`src/rtl/pipeline_ctrl_pkg.sv`:
```
// Shared types and decode helpers for the pipeline sequencer.
// Op-type classification functions are the single source of operand/rd usage.
package pipeline_ctrl_pkg;

    typedef enum logic [3:0] {
        OP_LUI,
        OP_AUIPC,
        OP_JAL,
        OP_JALR,
        OP_BRANCH,
        OP_LOAD,
        OP_STORE,
        OP_OPIMM,
        OP_OP,
        OP_MISCMEM,
        OP_SYSTEM,
        OP_ILLEGAL
    } op_type_t;

    typedef enum logic [1:0] {
        RUN   = 2'd0,
        DRAIN = 2'd1,
        HALT  = 2'd2
    } ctrl_state_t;

    typedef enum logic [1:0] {
        FWD_RF  = 2'd0,
        FWD_MEM = 2'd1,
        FWD_WB  = 2'd2
    } fwd_sel_t;

    typedef struct packed {
        logic pc_en;
        logic if_id_en;
        logic if_id_flush;
        logic id_ex_en;
        logic id_ex_flush;
        logic ex_mem_en;
        logic mem_wb_en;
    } ctl_t;

    localparam ctl_t CTL_NORM  = 7'b1101011;
    localparam ctl_t CTL_STALL = 7'b0001111;
    localparam ctl_t CTL_FLUSH = 7'b1111111;
    localparam ctl_t CTL_IDLE  = 7'b0000000;
    localparam ctl_t CTL_RESET = 7'b0010100;

    function automatic logic uses_rs1(op_type_t op);
        case (op)
            OP_JALR, OP_BRANCH, OP_LOAD, OP_STORE, OP_OPIMM, OP_OP: uses_rs1 = 1'b1;
            default: uses_rs1 = 1'b0;
        endcase
    endfunction

    function automatic logic uses_rs2(op_type_t op);
        case (op)
            OP_BRANCH, OP_STORE, OP_OP: uses_rs2 = 1'b1;
            default: uses_rs2 = 1'b0;
        endcase
    endfunction

    function automatic logic writes_rd(op_type_t op);
        case (op)
            OP_LUI, OP_AUIPC, OP_JAL, OP_JALR, OP_LOAD, OP_OPIMM, OP_OP: writes_rd = 1'b1;
            default: writes_rd = 1'b0;
        endcase
    endfunction

endpackage

```
`src/rtl/pipe_scoreboard.sv`:
```
// Shadow copy of the destination registers held in EX, MEM and WB.
// Produces register-match flags used for load-use detection and forwarding.
module pipe_scoreboard #(
    parameter int NREG_BITS = 5
) (
    input  logic                 clk,
    input  logic                 rst,
    input  logic                 ex_load,
    input  logic                 ex_step,
    input  logic                 ex_mem_en,
    input  logic                 mem_wb_en,
    input  logic [NREG_BITS-1:0] id_rd,
    input  logic                 id_writes_rd,
    input  logic                 id_is_load,
    input  logic [NREG_BITS-1:0] id_rs1,
    input  logic [NREG_BITS-1:0] id_rs2,
    output logic                 rs1_ex_hit,
    output logic                 rs1_mem_hit,
    output logic                 rs2_ex_hit,
    output logic                 rs2_mem_hit,
    output logic                 ex_is_load,
    output logic                 pipe_busy
);

    logic                 ex_v;
    logic [NREG_BITS-1:0] ex_rd;
    logic                 ex_ld;
    logic                 mem_v;
    logic [NREG_BITS-1:0] mem_rd;
    logic                 wb_v;
    logic [NREG_BITS-1:0] wb_rd;

    always_ff @(posedge clk) begin
        if (rst) begin
            ex_v   <= 1'b0;
            ex_rd  <= '0;
            ex_ld  <= 1'b0;
            mem_v  <= 1'b0;
            mem_rd <= '0;
            wb_v   <= 1'b0;
            wb_rd  <= '0;
        end else begin
            // Non-writing ops still occupy a slot but never match a source.
            if (ex_load) begin
                ex_v  <= 1'b1;
                ex_rd <= id_writes_rd ? id_rd : '0;
                ex_ld <= id_is_load;
            end else if (ex_step) begin
                ex_v  <= 1'b0;
                ex_rd <= '0;
                ex_ld <= 1'b0;
            end
            if (ex_mem_en) begin
                mem_v  <= ex_v;
                mem_rd <= ex_rd;
            end
            if (mem_wb_en) begin
                wb_v  <= mem_v;
                wb_rd <= mem_rd;
            end
        end
    end

    assign rs1_ex_hit  = ex_v  && (ex_rd  != '0) && (ex_rd  == id_rs1);
    assign rs2_ex_hit  = ex_v  && (ex_rd  != '0) && (ex_rd  == id_rs2);
    assign rs1_mem_hit = mem_v && (mem_rd != '0) && (mem_rd == id_rs1);
    assign rs2_mem_hit = mem_v && (mem_rd != '0) && (mem_rd == id_rs2);
    assign ex_is_load  = ex_v && ex_ld;
    assign pipe_busy   = ex_v || mem_v || wb_v || (wb_rd == '1 && 1'b0);

endmodule

```
`src/rtl/pipeline_ctrl.sv`:
```
// Central sequencer: stage enables/flushes, load-use stall, FENCE drain, SYSTEM halt, EX forwarding.
//   state | meaning
//   RUN   | normal issue; load-use stalls and redirects handled here
//   DRAIN | FENCE/SYSTEM waiting in ID for EX/MEM/WB to empty
//   HALT  | SYSTEM retired the pipeline; everything frozen until rst
module pipeline_ctrl
    import pipeline_ctrl_pkg::*;
#(
    parameter int XLEN      = 32,
    parameter int NREG_BITS = 5
) (
    input  logic                 clk,
    input  logic                 rst,
    input  logic                 id_valid,
    input  op_type_t             id_op_type,
    input  logic [NREG_BITS-1:0] id_rs1,
    input  logic [NREG_BITS-1:0] id_rs2,
    input  logic [NREG_BITS-1:0] id_rd,
    input  logic                 ex_taken,
    input  logic                 mem_busy,
    output logic                 pc_en,
    output logic                 if_id_en,
    output logic                 if_id_flush,
    output logic                 id_ex_en,
    output logic                 id_ex_flush,
    output logic                 ex_mem_en,
    output logic                 mem_wb_en,
    output logic [1:0]           fwd_a,
    output logic [1:0]           fwd_b,
    output logic                 halted
);

    if (XLEN < 32) begin : g_xlen_check
        $error("pipeline_ctrl: XLEN must be at least 32");
    end

    ctrl_state_t state;
    ctrl_state_t state_next;
    ctl_t        ctl;
    logic        halt_set;

    logic rs1_ex_hit, rs1_mem_hit, rs2_ex_hit, rs2_mem_hit;
    logic ex_is_load, pipe_busy;
    logic use1, use2, serialize, load_use, xfer;
    fwd_sel_t fwd_a_next, fwd_b_next;

    assign use1 = id_valid && uses_rs1(id_op_type);
    assign use2 = id_valid && uses_rs2(id_op_type);
    assign serialize = id_valid && (id_op_type == OP_MISCMEM || id_op_type == OP_SYSTEM);
    assign load_use  = ex_is_load && ((use1 && rs1_ex_hit) || (use2 && rs2_ex_hit));

    always_comb begin
        ctl        = CTL_NORM;
        state_next = state;
        halt_set   = 1'b0;
        if (rst) begin
            ctl = CTL_RESET;
        end else if (state == HALT || mem_busy) begin
            ctl = CTL_IDLE;
        end else if (ex_taken) begin
            // Redirect squashes whatever sits in ID, including a pending FENCE/SYSTEM.
            ctl        = CTL_FLUSH;
            state_next = RUN;
        end else if (serialize) begin
            if (pipe_busy) begin
                ctl        = CTL_STALL;
                state_next = DRAIN;
            end else if (id_op_type == OP_SYSTEM) begin
                ctl        = CTL_STALL;
                state_next = HALT;
                halt_set   = 1'b1;
            end else begin
                state_next = RUN;
            end
        end else begin
            state_next = RUN;
            if (load_use) begin
                ctl = CTL_STALL;
            end
        end
    end

    always_ff @(posedge clk) begin
        if (rst) begin
            state  <= RUN;
            halted <= 1'b0;
        end else begin
            state <= state_next;
            if (halt_set) begin
                halted <= 1'b1;
            end
        end
    end

    assign pc_en       = ctl.pc_en;
    assign if_id_en    = ctl.if_id_en;
    assign if_id_flush = ctl.if_id_flush;
    assign id_ex_en    = ctl.id_ex_en;
    assign id_ex_flush = ctl.id_ex_flush;
    assign ex_mem_en   = ctl.ex_mem_en;
    assign mem_wb_en   = ctl.mem_wb_en;

    assign xfer = ctl.id_ex_en && !ctl.id_ex_flush && id_valid;

    // WB needs no forward: the regfile writes before it is read.
    always_comb begin
        fwd_a_next = FWD_RF;
        fwd_b_next = FWD_RF;
        if (use1) begin
            if (rs1_ex_hit) fwd_a_next = FWD_MEM;
            else if (rs1_mem_hit) fwd_a_next = FWD_WB;
        end
        if (use2) begin
            if (rs2_ex_hit) fwd_b_next = FWD_MEM;
            else if (rs2_mem_hit) fwd_b_next = FWD_WB;
        end
    end

    always_ff @(posedge clk) begin
        if (rst) begin
            fwd_a <= FWD_RF;
            fwd_b <= FWD_RF;
        end else if (ctl.id_ex_en) begin
            fwd_a <= xfer ? fwd_a_next : FWD_RF;
            fwd_b <= xfer ? fwd_b_next : FWD_RF;
        end
    end

    pipe_scoreboard #(
        .NREG_BITS(NREG_BITS)
    ) u_sb (
        .clk          (clk),
        .rst          (rst),
        .ex_load      (xfer),
        .ex_step      (ctl.id_ex_en || ctl.id_ex_flush),
        .ex_mem_en    (ctl.ex_mem_en),
        .mem_wb_en    (ctl.mem_wb_en),
        .id_rd        (id_rd),
        .id_writes_rd (writes_rd(id_op_type)),
        .id_is_load   (id_op_type == OP_LOAD),
        .id_rs1       (id_rs1),
        .id_rs2       (id_rs2),
        .rs1_ex_hit   (rs1_ex_hit),
        .rs1_mem_hit  (rs1_mem_hit),
        .rs2_ex_hit   (rs2_ex_hit),
        .rs2_mem_hit  (rs2_mem_hit),
        .ex_is_load   (ex_is_load),
        .pipe_busy    (pipe_busy)
    );

endmodule
```
`config.mk`:
```
export PLATFORM = sky130hd
export DESIGN_NAME = pipeline_ctrl
export DESIGN_NICKNAME = d
export VERILOG_FILES = /design/src/rtl/pipeline_ctrl_pkg.sv /design/src/rtl/pipe_scoreboard.sv /design/src/rtl/pipeline_ctrl.sv
export SDC_FILE = /design/constraint.sdc
export NUM_CORES = 1
export LEC_CHECK = 0
export ABC_CLOCK_PERIOD_IN_PS = 5300
export CORE_MARGIN = 2
export CORE_UTILIZATION = 40
export DETAILED_ROUTE_END_ITERATION = 6
export GPL_TIMING_DRIVEN = 0
export HOLD_SLACK_MARGIN = 0.02
export PLACE_DENSITY = 0.77
export REMOVE_ABC_BUFFERS = 1
export SETUP_SLACK_MARGIN = 0.5
export SYNTH_ARGS = -nofsm -noshare
export SYNTH_HDL_FRONTEND = slang
export SYNTH_SLANG_ARGS = --single-unit
```
`constraint.sdc`:
```
create_clock -name clk -period 5.3 [get_ports clk]
set_clock_uncertainty 0.2 [all_clocks]
set_input_delay 0.53 -clock clk [delete_from_list [all_inputs] [get_ports clk]]
set_output_delay 0.53 -clock clk [all_outputs]
set_load 0.005 [all_outputs]
```
==> results.txt <==
Status - complete, no violations
Number of core rows - 20
Maximum vdd ir drop - 80.8 uV
Clock latency on the worst-skew pair - 0.30 ns
Final hold slack - 0.261 ns
Synthesized-area fraction occupied by and/or/nand/nor cells - 0.254
Pwr per Cell Area - 182 nW/um^2
Dpl hpwl - 2380 um
Number of sinks handled by clock tree synthesis - 21
Worst slew margin relative to its limit - 0.263
Met3 Use GR - 0.0281
Count of state elements after synthesis - 21
CTS tree - built
Share of cell area taken by muxes after synthesis - 0.0556
Root Buffer - clkbuf_4
Synthesis-to-layout area growth - 30.2%
Post-detailed-route wirelength per cell - 13.5 um
Hold wc startpoint - halted
Transition at the pin with the smallest max-transition slack - 1.10 ns
Total Nets Final - 202
Vias per cell - 5.34
Fmax - 224 MHz
Fraction of layout cells with a size suffix above 1 - 0.113
Cells resized by post-CTS repair - 0
I/O pin count - 36
Area enclosed by the die boundary - 3620 sq um
Std-Cell Core Area - 3030 sq um
Chip Width - 60.1 um
Remaining global-route overflow - 0
Worst-case hold path end point - halted
Initial core utilization - 0.416
Post-route DRC violation count - 0
Combined global-route utilization of all metal layers - 0.184
Endpoints failing setup - 0
First-pass GRT wire length - 5110 um
Post-route core utilization - 0.542
Arrival time of the worst setup path - 3.74 ns
Most utilized layer in the global route result - met2
Met2 Usage GRT - 0.329
Crit Path Class - in -> out
Critical path endpoint category - output pin
Class of the worst hold path - reg -> reg
Data required time at the worst endpoint - 4.57 ns
Iteration-0 DRC Markers - 36
Filler instances - 290
Port Buf Inserts - 35
Synth warnings - 0
Gate Count Post-Synth - 146
Cell depth of the worst min-delay path - 2
Mean cell area of the mapped netlist - 8.63 sq um
Arithmetic-cell share of the synthesized area counting full adders, half adders and majority gates - 0
Most used flip-flop cell after synthesis - dfxtp_1
Clk slew on worst S/H paths - 0.11 ns
Kind of start point of the critical path - input pin
Leading cell type in the layout, fill and taps excluded - clkdlybuf4s50_1
Number of search-and-repair iterations in the first detailed-routing pass - 4
Number of vias after detailed routing - 1,181
CP bufs+invs - 2
Most used cells in the layout excluding fill and tap cells - 35 x clkdlybuf4s50_1, 21 x dfxtp_1, 14 x xnor2_1, 14 x nor2_1
Family with the most delay on the worst path - compound AO/OA/AOI/OAI gates
Total wire length after detailed routing - 2980 um
Synth async-reset ratio - 0
Total inserted antenna cells - 0
Distinct cell type count after synthesis - 42
Static leakage power - 0.558 nW
Min cycle time layout - 4.47 ns
Pin count of the biggest net entering global routing - 14
Die boundary height - 60.1 um
TNS Setup - 0 ns
Count of endpoints failing hold in the final timing report - 0
Combinational family with the most area after synthesis - simple AND/OR/NAND/NOR gates
Met1 demand-to-capacity share in global routing - 0.218
Unrepaired setup endpoints after global routing - false
Complex-gate fraction of the synthesized area - 0.158
Slowest CP cell - a21oi_1
Sequential-to-total area share from yosys stat - 0.334
EDFF count, synth - 0
Beginning of the worst register-to-register path - state[0]
Critical path's most frequent cell - clkdlybuf4s50_1
Maximum capacitance violations - 0
Synth Area in XOR/XNOR - 0.146
Final Cycle Share - 0.843
Final count of pins violating max slew - 0
Critical R2R Capture - fwd_a[1]
Buffer depth of the longest clock path - 2
Largest driver fanout on the critical path - 11
Logic depth of the worst register-to-register path - 6
Routability-driven placement congestion ratio - 0.831
Netlist Area Pre-Place - 1260 sq um
Hold-fix buffers at CTS - 0
Number of antenna violations at the first check in global routing - 0
Largest stage delay on the critical path - 0.86 ns
Routed Antenna Nets - 0
Clock buffer count from CTS - 3
Flop-to-flop setup slack - 2.38 ns
Series of cell instances along the critical path - clkdlybuf4s50_1 > a21oi_1 > or2_2 > nand4_1 > o21ai_1 > clkdlybuf4s50_1
Post-CTS Setup Bufs - 0
Vias in the first global route - 1,177
Number of levels in the clock H-tree - 1
## worst min-delay path, stage by stage, from the launching register on
cell and delay (ns):
dfxtp_1 0.33, inv_1 0.05, o21ai_1 0.05
## where the power goes
| group | leakage (nW) | switching [W] | internal [W] |
|---|---|---|---|
| registers | 0.169 | 0.00000189 | 0.000159 |
| clock network | 0.0150 | 0.0000477 | 0.0000293 |
| logic | 0.374 | 0.0000274 | 0.0000326 |
## area by class of cell
| cell class | count | area, sq um | area share |
|---|---|---|---|
| flip-flops and latches | 21 | 420 | 0.256 |
| repair buffers | 35 | 350 | 0.214 |
| multi-input cells | 113 | 773 | 0.471 |
| inverters | 4 | 15.0 | 0.00915 |
| well taps | 44 | 55.1 | 0.0336 |
| clock buffers | 4 | 26.3 | 0.0160 |
## cells in the mapped netlist, types with 2 or more instances
cell       n  area (sq um)
clkbuf_1   2          7.51
a21oi_1    5          25.0
xnor2_1   14           123
nor4_1     2          12.5
nor2b_1    3          18.8
a21oi_2    2          17.5
dfxtp_1   21           420
nor3_1     2          10.0
nor2_2     8          50.1
nor2_1    14          52.6
nand2_1    8          30.0
nand4_1    5          31.3
a22oi_1    5          37.5
buf_2      2          10.0
o21ai_1    3          15.0
buf_4      3          22.5
inv_1      3          11.3
xor2_1     7          61.3
mux2i_1    7          70.1
a32oi_1    3          26.3
o21ai_0    3          15.0
nand3_1    4          20.0
## per-layer routing
layer / part of all wire / up-vias / wire length, um
met5: 0 / - / 0
li1: - / 580 / -
met4: 0.021 / 0 / 64
met3: 0.032 / 9 / 96
met1: 0.44 / 559 / 1310
met2: 0.51 / 33 / 1510
## how the worst max path moves through the flow
| stage | cells past startpoint | to | startpoint |
|---|---|---|---|
| after detailed placement | 6 | id_ex_flush | mem_busy |
| after CTS | 6 | id_ex_flush | mem_busy |
| after global routing | 6 | id_ex_flush | mem_busy |
| after floorplan | 4 | id_ex_flush | mem_busy |
| final | 6 | id_ex_flush | mem_busy |
| after global placement | 6 | id_ex_flush | mem_busy |
## cell families (layout without fill, tap and decap cells)
logic type | Yosys count | count (layout)
AOI/OAI and AO/OA | 28 | 28
xor gates and xnor gates | 21 | 21
buffers and inverters | 12 | 43
DFF | 21 | 21
muxes | 7 | 7
and+or+nand+nor | 57 | 57
## flip-flops by register name, summed over array words and instances, names as in the netlist
register	cells
fwd_b	2
halted	1
u_sb.ex_ld	1
u_sb.mem_v	1
fwd_a	2
u_sb.wb_v	1
u_sb.ex_v	1
u_sb.ex_rd	5
u_sb.mem_rd	5
state	2
## stage by stage
stage	worst slack (ns)	std cells	power [W]	area [sq um]
floorplan	2.34	138	0.000189	1210
global placement	0.848	217	0.000222	1610
detailed placement	0.813	217	0.000224	1610
CTS	0.804	221	0.000300	1640
global route	0.561	221	0.000311	1640
finish	0.831	221	0.000298	1640
(Power assumes the default switching activity.)
